File: config.mk
export PLATFORM = sky130hd
export DESIGN_NAME = airi5c_spi_fifo_flat
export DESIGN_NICKNAME = d
export VERILOG_FILES = /design/src/rtl/airi5c_spi_fifo_if.sv /design/src/rtl/airi5c_spi_fifo.sv /design/src/flat_wrapper.sv
export SDC_FILE = /design/constraint.sdc
export NUM_CORES = 1
export LEC_CHECK = 0
export BUFFER_PORTS_ARGS = -buffer_cell sky130_fd_sc_hd__buf_2
export CAP_MARGIN = 10
export CORE_MARGIN = 4
export CORE_UTILIZATION = 45
export CTS_BUF_LIST = sky130_fd_sc_hd__clkbuf_8
export CTS_CLUSTER_DIAMETER = 60
export DETAILED_ROUTE_END_ITERATION = 16
export HOLD_SLACK_MARGIN = 0.05
export SYNTH_ARGS = -nofsm -noshare
export SYNTH_HDL_FRONTEND = slang
export SYNTH_SLANG_ARGS = --single-unit
File: constraint.sdc
create_clock -name clk -period 6.6 [get_ports clk]
set_input_delay 0.66 -clock clk [delete_from_list [all_inputs] [get_ports clk]]
set_output_delay 0.66 -clock clk [all_outputs]
set_load 0.02 [all_outputs]
File: src/rtl/airi5c_spi_fifo_if.sv
// Bus-side handshake bundle for airi5c_spi_fifo: strobes, data and status flags.
// The master modport is the producer/consumer; the slave modport is the FIFO itself.
interface airi5c_spi_fifo_if #(
  parameter int DATA_WIDTH = 8,
  parameter int ADDR_WIDTH = 3
);
  logic                  clear;
  logic                  push;
  logic [DATA_WIDTH-1:0] data_in;
  logic                  pop;
  logic [DATA_WIDTH-1:0] data_out;
  logic                  empty;
  logic                  full;
  logic [ADDR_WIDTH:0]   size;
  logic [ADDR_WIDTH:0]   threshold;
  logic                  above_thr;
  logic                  overflow;
  logic                  underflow;

  modport master (
    output clear, push, data_in, pop, threshold,
    input  data_out, empty, full, size, above_thr, overflow, underflow
  );

  modport slave (
    input  clear, push, data_in, pop, threshold,
    output data_out, empty, full, size, above_thr, overflow, underflow
  );
endinterface

File: src/rtl/airi5c_spi_fifo.sv
// First-word-fall-through FIFO between the SPI register interface and the SPI master,
// with occupancy, watermark and sticky overflow/underflow status.
module airi5c_spi_fifo #(
  parameter int DATA_WIDTH = 8,
  parameter int ADDR_WIDTH = 3
) (
  input  logic              clk,
  input  logic              n_reset,
  airi5c_spi_fifo_if.slave  bus
);

  localparam int DEPTH = 2 ** ADDR_WIDTH;
  localparam logic [ADDR_WIDTH:0]   CNT_MAX = {1'b1, {ADDR_WIDTH{1'b0}}};
  localparam logic [ADDR_WIDTH:0]   CNT_ONE = (ADDR_WIDTH+1)'(1);
  localparam logic [ADDR_WIDTH-1:0] PTR_ONE = ADDR_WIDTH'(1);

  logic [DATA_WIDTH-1:0] r_mem [DEPTH];
  logic [ADDR_WIDTH-1:0] r_wr_ptr;
  logic [ADDR_WIDTH-1:0] r_rd_ptr;
  logic [ADDR_WIDTH:0]   r_cnt;
  logic                  r_overflow;
  logic                  r_underflow;

  logic                  w_empty;
  logic                  w_full;
  logic                  w_push_ok;
  logic                  w_pop_ok;
  logic [ADDR_WIDTH:0]   w_cnt_next;

  assign w_empty   = (r_cnt == {(ADDR_WIDTH+1){1'b0}});
  assign w_full    = (r_cnt == CNT_MAX);
  // A pop in the same cycle frees a slot, so a full FIFO still accepts the push.
  assign w_push_ok = bus.push & (~w_full | bus.pop);
  assign w_pop_ok  = bus.pop & ~w_empty;

  always_comb begin
    w_cnt_next = r_cnt;
    case ({w_push_ok, w_pop_ok})
      2'b10:   w_cnt_next = r_cnt + CNT_ONE;
      2'b01:   w_cnt_next = r_cnt - CNT_ONE;
      default: w_cnt_next = r_cnt;
    endcase
  end

  always_ff @(posedge clk or negedge n_reset) begin
    if (!n_reset) begin
      r_wr_ptr    <= {ADDR_WIDTH{1'b0}};
      r_rd_ptr    <= {ADDR_WIDTH{1'b0}};
      r_cnt       <= {(ADDR_WIDTH+1){1'b0}};
      r_overflow  <= 1'b0;
      r_underflow <= 1'b0;
    end else if (bus.clear) begin
      r_wr_ptr    <= {ADDR_WIDTH{1'b0}};
      r_rd_ptr    <= {ADDR_WIDTH{1'b0}};
      r_cnt       <= {(ADDR_WIDTH+1){1'b0}};
      r_overflow  <= 1'b0;
      r_underflow <= 1'b0;
    end else begin
      if (w_push_ok) r_wr_ptr <= r_wr_ptr + PTR_ONE;
      if (w_pop_ok)  r_rd_ptr <= r_rd_ptr + PTR_ONE;
      r_cnt <= w_cnt_next;
      if (bus.push && !w_push_ok) r_overflow  <= 1'b1;
      if (bus.pop  && !w_pop_ok)  r_underflow <= 1'b1;
    end
  end

  // Storage is deliberately left out of reset and clear; only the pointers matter.
  always_ff @(posedge clk) begin
    if (w_push_ok && !bus.clear) begin
      r_mem[r_wr_ptr] <= bus.data_in;
    end
  end

  assign bus.data_out  = r_mem[r_rd_ptr];
  assign bus.empty     = w_empty;
  assign bus.full      = w_full;
  assign bus.size      = r_cnt;
  assign bus.above_thr = (r_cnt > bus.threshold);
  assign bus.overflow  = r_overflow;
  assign bus.underflow = r_underflow;

endmodule

File: src/flat_wrapper.sv
// flat-port wrapper written by rule: the top's interface ports become plain ports
module airi5c_spi_fifo_flat 
#(
  parameter int DATA_WIDTH = 8,
  parameter int ADDR_WIDTH = 3
)
  (clk, n_reset, bus_clear, bus_push, bus_data_in, bus_pop, bus_threshold, bus_data_out, bus_empty, bus_full, bus_size, bus_above_thr, bus_overflow, bus_underflow);
  airi5c_spi_fifo_if #(.DATA_WIDTH(DATA_WIDTH), .ADDR_WIDTH(ADDR_WIDTH)) bus_i ();
  input  logic clk;
  input  logic n_reset;
  input wire logic [$bits(bus_i.clear)-1:0] bus_clear;
  input wire logic [$bits(bus_i.push)-1:0] bus_push;
  input wire logic [$bits(bus_i.data_in)-1:0] bus_data_in;
  input wire logic [$bits(bus_i.pop)-1:0] bus_pop;
  input wire logic [$bits(bus_i.threshold)-1:0] bus_threshold;
  output wire logic [$bits(bus_i.data_out)-1:0] bus_data_out;
  output wire logic [$bits(bus_i.empty)-1:0] bus_empty;
  output wire logic [$bits(bus_i.full)-1:0] bus_full;
  output wire logic [$bits(bus_i.size)-1:0] bus_size;
  output wire logic [$bits(bus_i.above_thr)-1:0] bus_above_thr;
  output wire logic [$bits(bus_i.overflow)-1:0] bus_overflow;
  output wire logic [$bits(bus_i.underflow)-1:0] bus_underflow;
  assign bus_i.clear = bus_clear;
  assign bus_i.push = bus_push;
  assign bus_i.data_in = bus_data_in;
  assign bus_i.pop = bus_pop;
  assign bus_i.threshold = bus_threshold;
  assign bus_data_out = bus_i.data_out;
  assign bus_empty = bus_i.empty;
  assign bus_full = bus_i.full;
  assign bus_size = bus_i.size;
  assign bus_above_thr = bus_i.above_thr;
  assign bus_overflow = bus_i.overflow;
  assign bus_underflow = bus_i.underflow;
  airi5c_spi_fifo #(.DATA_WIDTH(DATA_WIDTH), .ADDR_WIDTH(ADDR_WIDTH)) u_core (.clk(clk), .n_reset(n_reset), .bus(bus_i));
endmodule
==> run_results.csv <==
group,metric,value,unit
timing,worstMarginPinSlew,1.10,ns
timing,setup_viol,0,
yosys,yosys-top-cells-count,"edfxtp_1, mux4_2, dfrtp_1, nor2_1",
yosys,synth_edf_count,64,
drt,drtIter0Drc,92,
grt,grt-ovfl-total,0,
yosys,ys_seq_area_frac,0.679,
yosys,synthFlopType,"edfxtp_1",
setup_path,critical_path.slowest_cell,"dfrtp_1",
timing,period_share,0.474,
power,combPwrFrac,0.250,
final_layout,stdcell_area,3780,um2
grt,grt_pass1_vias,1879,
timing,finalCriticalPeriod,3.13,ns
power,internal-power,923,uW
clocking,cts_resized,0,
clocking,cts_buffer_depth,2,
yosys,yosys_warnings,0,
drt,wire_per_inst,18.2,um
yosys,synth_area_leaders,"edfxtp_1, mux4_2, dfrtp_1",
setup_path,crit_arrival,2.47,ns
final_layout,fill_cells,568,
power,seq_power_share,0.464,
drt,vias,1787,
yosys,syn_nets,214,
setup_path,cp_slowest_stage_delay,1.07,ns
yosys,syn_area,3270,um2
setup_path,cp_max_fo,18,
power,swShare,0.298,
setup_path,start_kind,"flop",
floorplan,core-area,6940,um2
worst_hold_path,hp-class,"in -> async",
clocking,path_clk_slew,0.07,ns
yosys,synth.avg_cell_area,17.4,um2
clocking,cts_root_buf,"clkbuf_8",
drt,ant_nets,0,
setup_path,worst_ep_required_time,5.94,ns
final_layout,drive_above_1_share,0.365,
placement,gp_congestion,0.816,
power,clockPowerShare,0.286,
placement,io_buffers,33,
floorplan,initial_core_util,0.471,
clocking,cts_setup_buffers,0,
power,p_per_area,348,nW/um2
setup_path,crit_chain,"mux4_2 > mux2_2 > buf_2",
placement,hpwl,3980,um
power,leakage,1.37,nW
yosys,yosysTopAreaCellShare,0.587,
final_layout,diodes,0,
final_layout,area.growth.synth_to_final,15.5,%
floorplan,ioPinCount,34,
grt,antenna_found_initial,0,
power,power,1.32,mW
timing,fin_setup_tns,0,ns
timing,hold_violations,0,
timing,grt_setup_unrepaired,"false",
power,irDropWorstVdd,0.000140,V
status,status,"complete, no violations",
yosys,ys_seq_elements,76,
clocking,clock_sinks,76,
drt,drc,0,
clocking,hold_buffers,0,
final_layout,fin_nets,254,
clocking,clkLatencyLatePin,0.34,ns
timing,max_freq,320,MHz
timing,slew_violations,0,
timing,finalClockSkew,0.00598,ns
floorplan,dieArea,8700,um2
grt,grt_max_degree,19,
floorplan,die_w,93.3,um
setup_path,r2r_cells,8,
drt,wl,5990,um
yosys,yosysTopAreaCell,"edfxtp_1",
setup_path,path_class,"reg -> out",
final_layout,final_util,0.545,
clocking,cts_inserted_buffers,9,
yosys,synthArstFlopShare,0.158,
yosys,synth_cell_types,39,
clocking,h-tree-depth,3,
yosys,yosysMostFrequentCell,"edfxtp_1",
drt,first_pass_iters,4,
placement,post_dp_cell_area,3560,um2
yosys,syn_inst,188,
clocking,tritoncts,"built",
timing,max_slew_margin,0.269,
grt,grt_pass1_wl,9470,um
drt,vias_per_cell,5.43,
run,max_cap_viol_count,0,
grt,track_usage,0.150,
floorplan,num_rows,30,
power,p_sw,392,uW
setup_path,cp-end-kind,"output pin",
floorplan,chipHeight,93.3,um
[stage by stage]
stage	hold WS, ns	setup WS [ns]	std cells
6_report	0.188	3.47	329
5_1_grt	0.190	3.24	329
4_1_cts	0.177	3.37	329
3_5_place_dp	0.491	3.76	313
3_3_place_gp	0.477	3.78	313
2_1_floorplan	0.364	4.09	188
[power groups by stage]
stage / logic, mW / registers [mW] / clock network, mW
floorplan: 0.276 / 0.591 / 0
global placement: 0.321 / 0.621 / 0
detailed placement: 0.332 / 0.624 / 0
CTS: 0.333 / 0.613 / 0.384
global route: 0.359 / 0.621 / 0.405
finish: 0.329 / 0.610 / 0.376
[worst paths after layout]
check	startpoint	to	slack, ns
worst max-delay path	u_core.r_rd_ptr[0]	bus_data_out[1]	3.47
worst min-delay path	n_reset	u_core.bus.overflow	0.19
max in group asynchronous	n_reset	u_core.r_wr_ptr[1]	6.19
min in group clk	u_core.bus.underflow	u_core.bus.underflow	0.51
worst max register to register	u_core.bus.size[1]	u_core.bus.size[3]	3.92
worst min register to register	u_core.bus.underflow	u_core.bus.underflow	0.51
[critical path: cells and delay by family (launching register included)]
family / cells / cell delay [ns]
buffers and inverters: 1 / 0.16
muxes: 2 / 0.89
DFF: 1 / 1.07
[cells by family (layout without fill, tap and decap cells)]
group	after synthesis	in the layout	share of synthesized area
simple gates	35	35	0.0562
flops	76	76	0.679
buf+inv	16	61	0.0226
fa+ha+maj	9	9	0.0367
compound gates	20	20	0.0459
mux	26	26	0.144
xor+xnor	6	6	0.0161
[placed cells by master, fill, tap and decap left out, types with 3 or more instances in the layout]
cell	instances
edfxtp_1	64
buf_2	33
mux4_2	16
nor2_1	12
dfrtp_1	12
inv_1	9
clkbuf_8	9
mux2_2	8
ha_1	8
nor4_1	5
o21a_1	4
nand2_1	4
nor3_2	4
xor2_1	4
buf_4	4
or3_1	3
a21oi_1	3
[registers in the layout, summed over array words and instances, names as in the netlist]
register              cells
u_core.r_mem             64
u_core.bus.underflow      1
u_core.r_wr_ptr           3
u_core.bus.size           4
u_core.bus.overflow       1
u_core.r_rd_ptr           3
[metal layers]
metal,track usage,vias up,part of all wire
li1,-,823,-
met1,0.197,905,0.44
met2,0.234,52,0.51
met3,0.0354,7,0.042
met4,0.0745,0,0.013
met5,0,-,0
[layout make-up]
type | count | area (um2) | area share
multi-input cells | 96 | 997 | 0.264
clock buffers | 9 | 124 | 0.0328
inverters | 8 | 30.0 | 0.00794
flip-flops and latches | 76 | 2220 | 0.588
well taps | 96 | 120 | 0.0318
clock inverters | 7 | 92.6 | 0.0245
repair buffers | 37 | 195 | 0.0516
(Power assumes the default switching activity.)
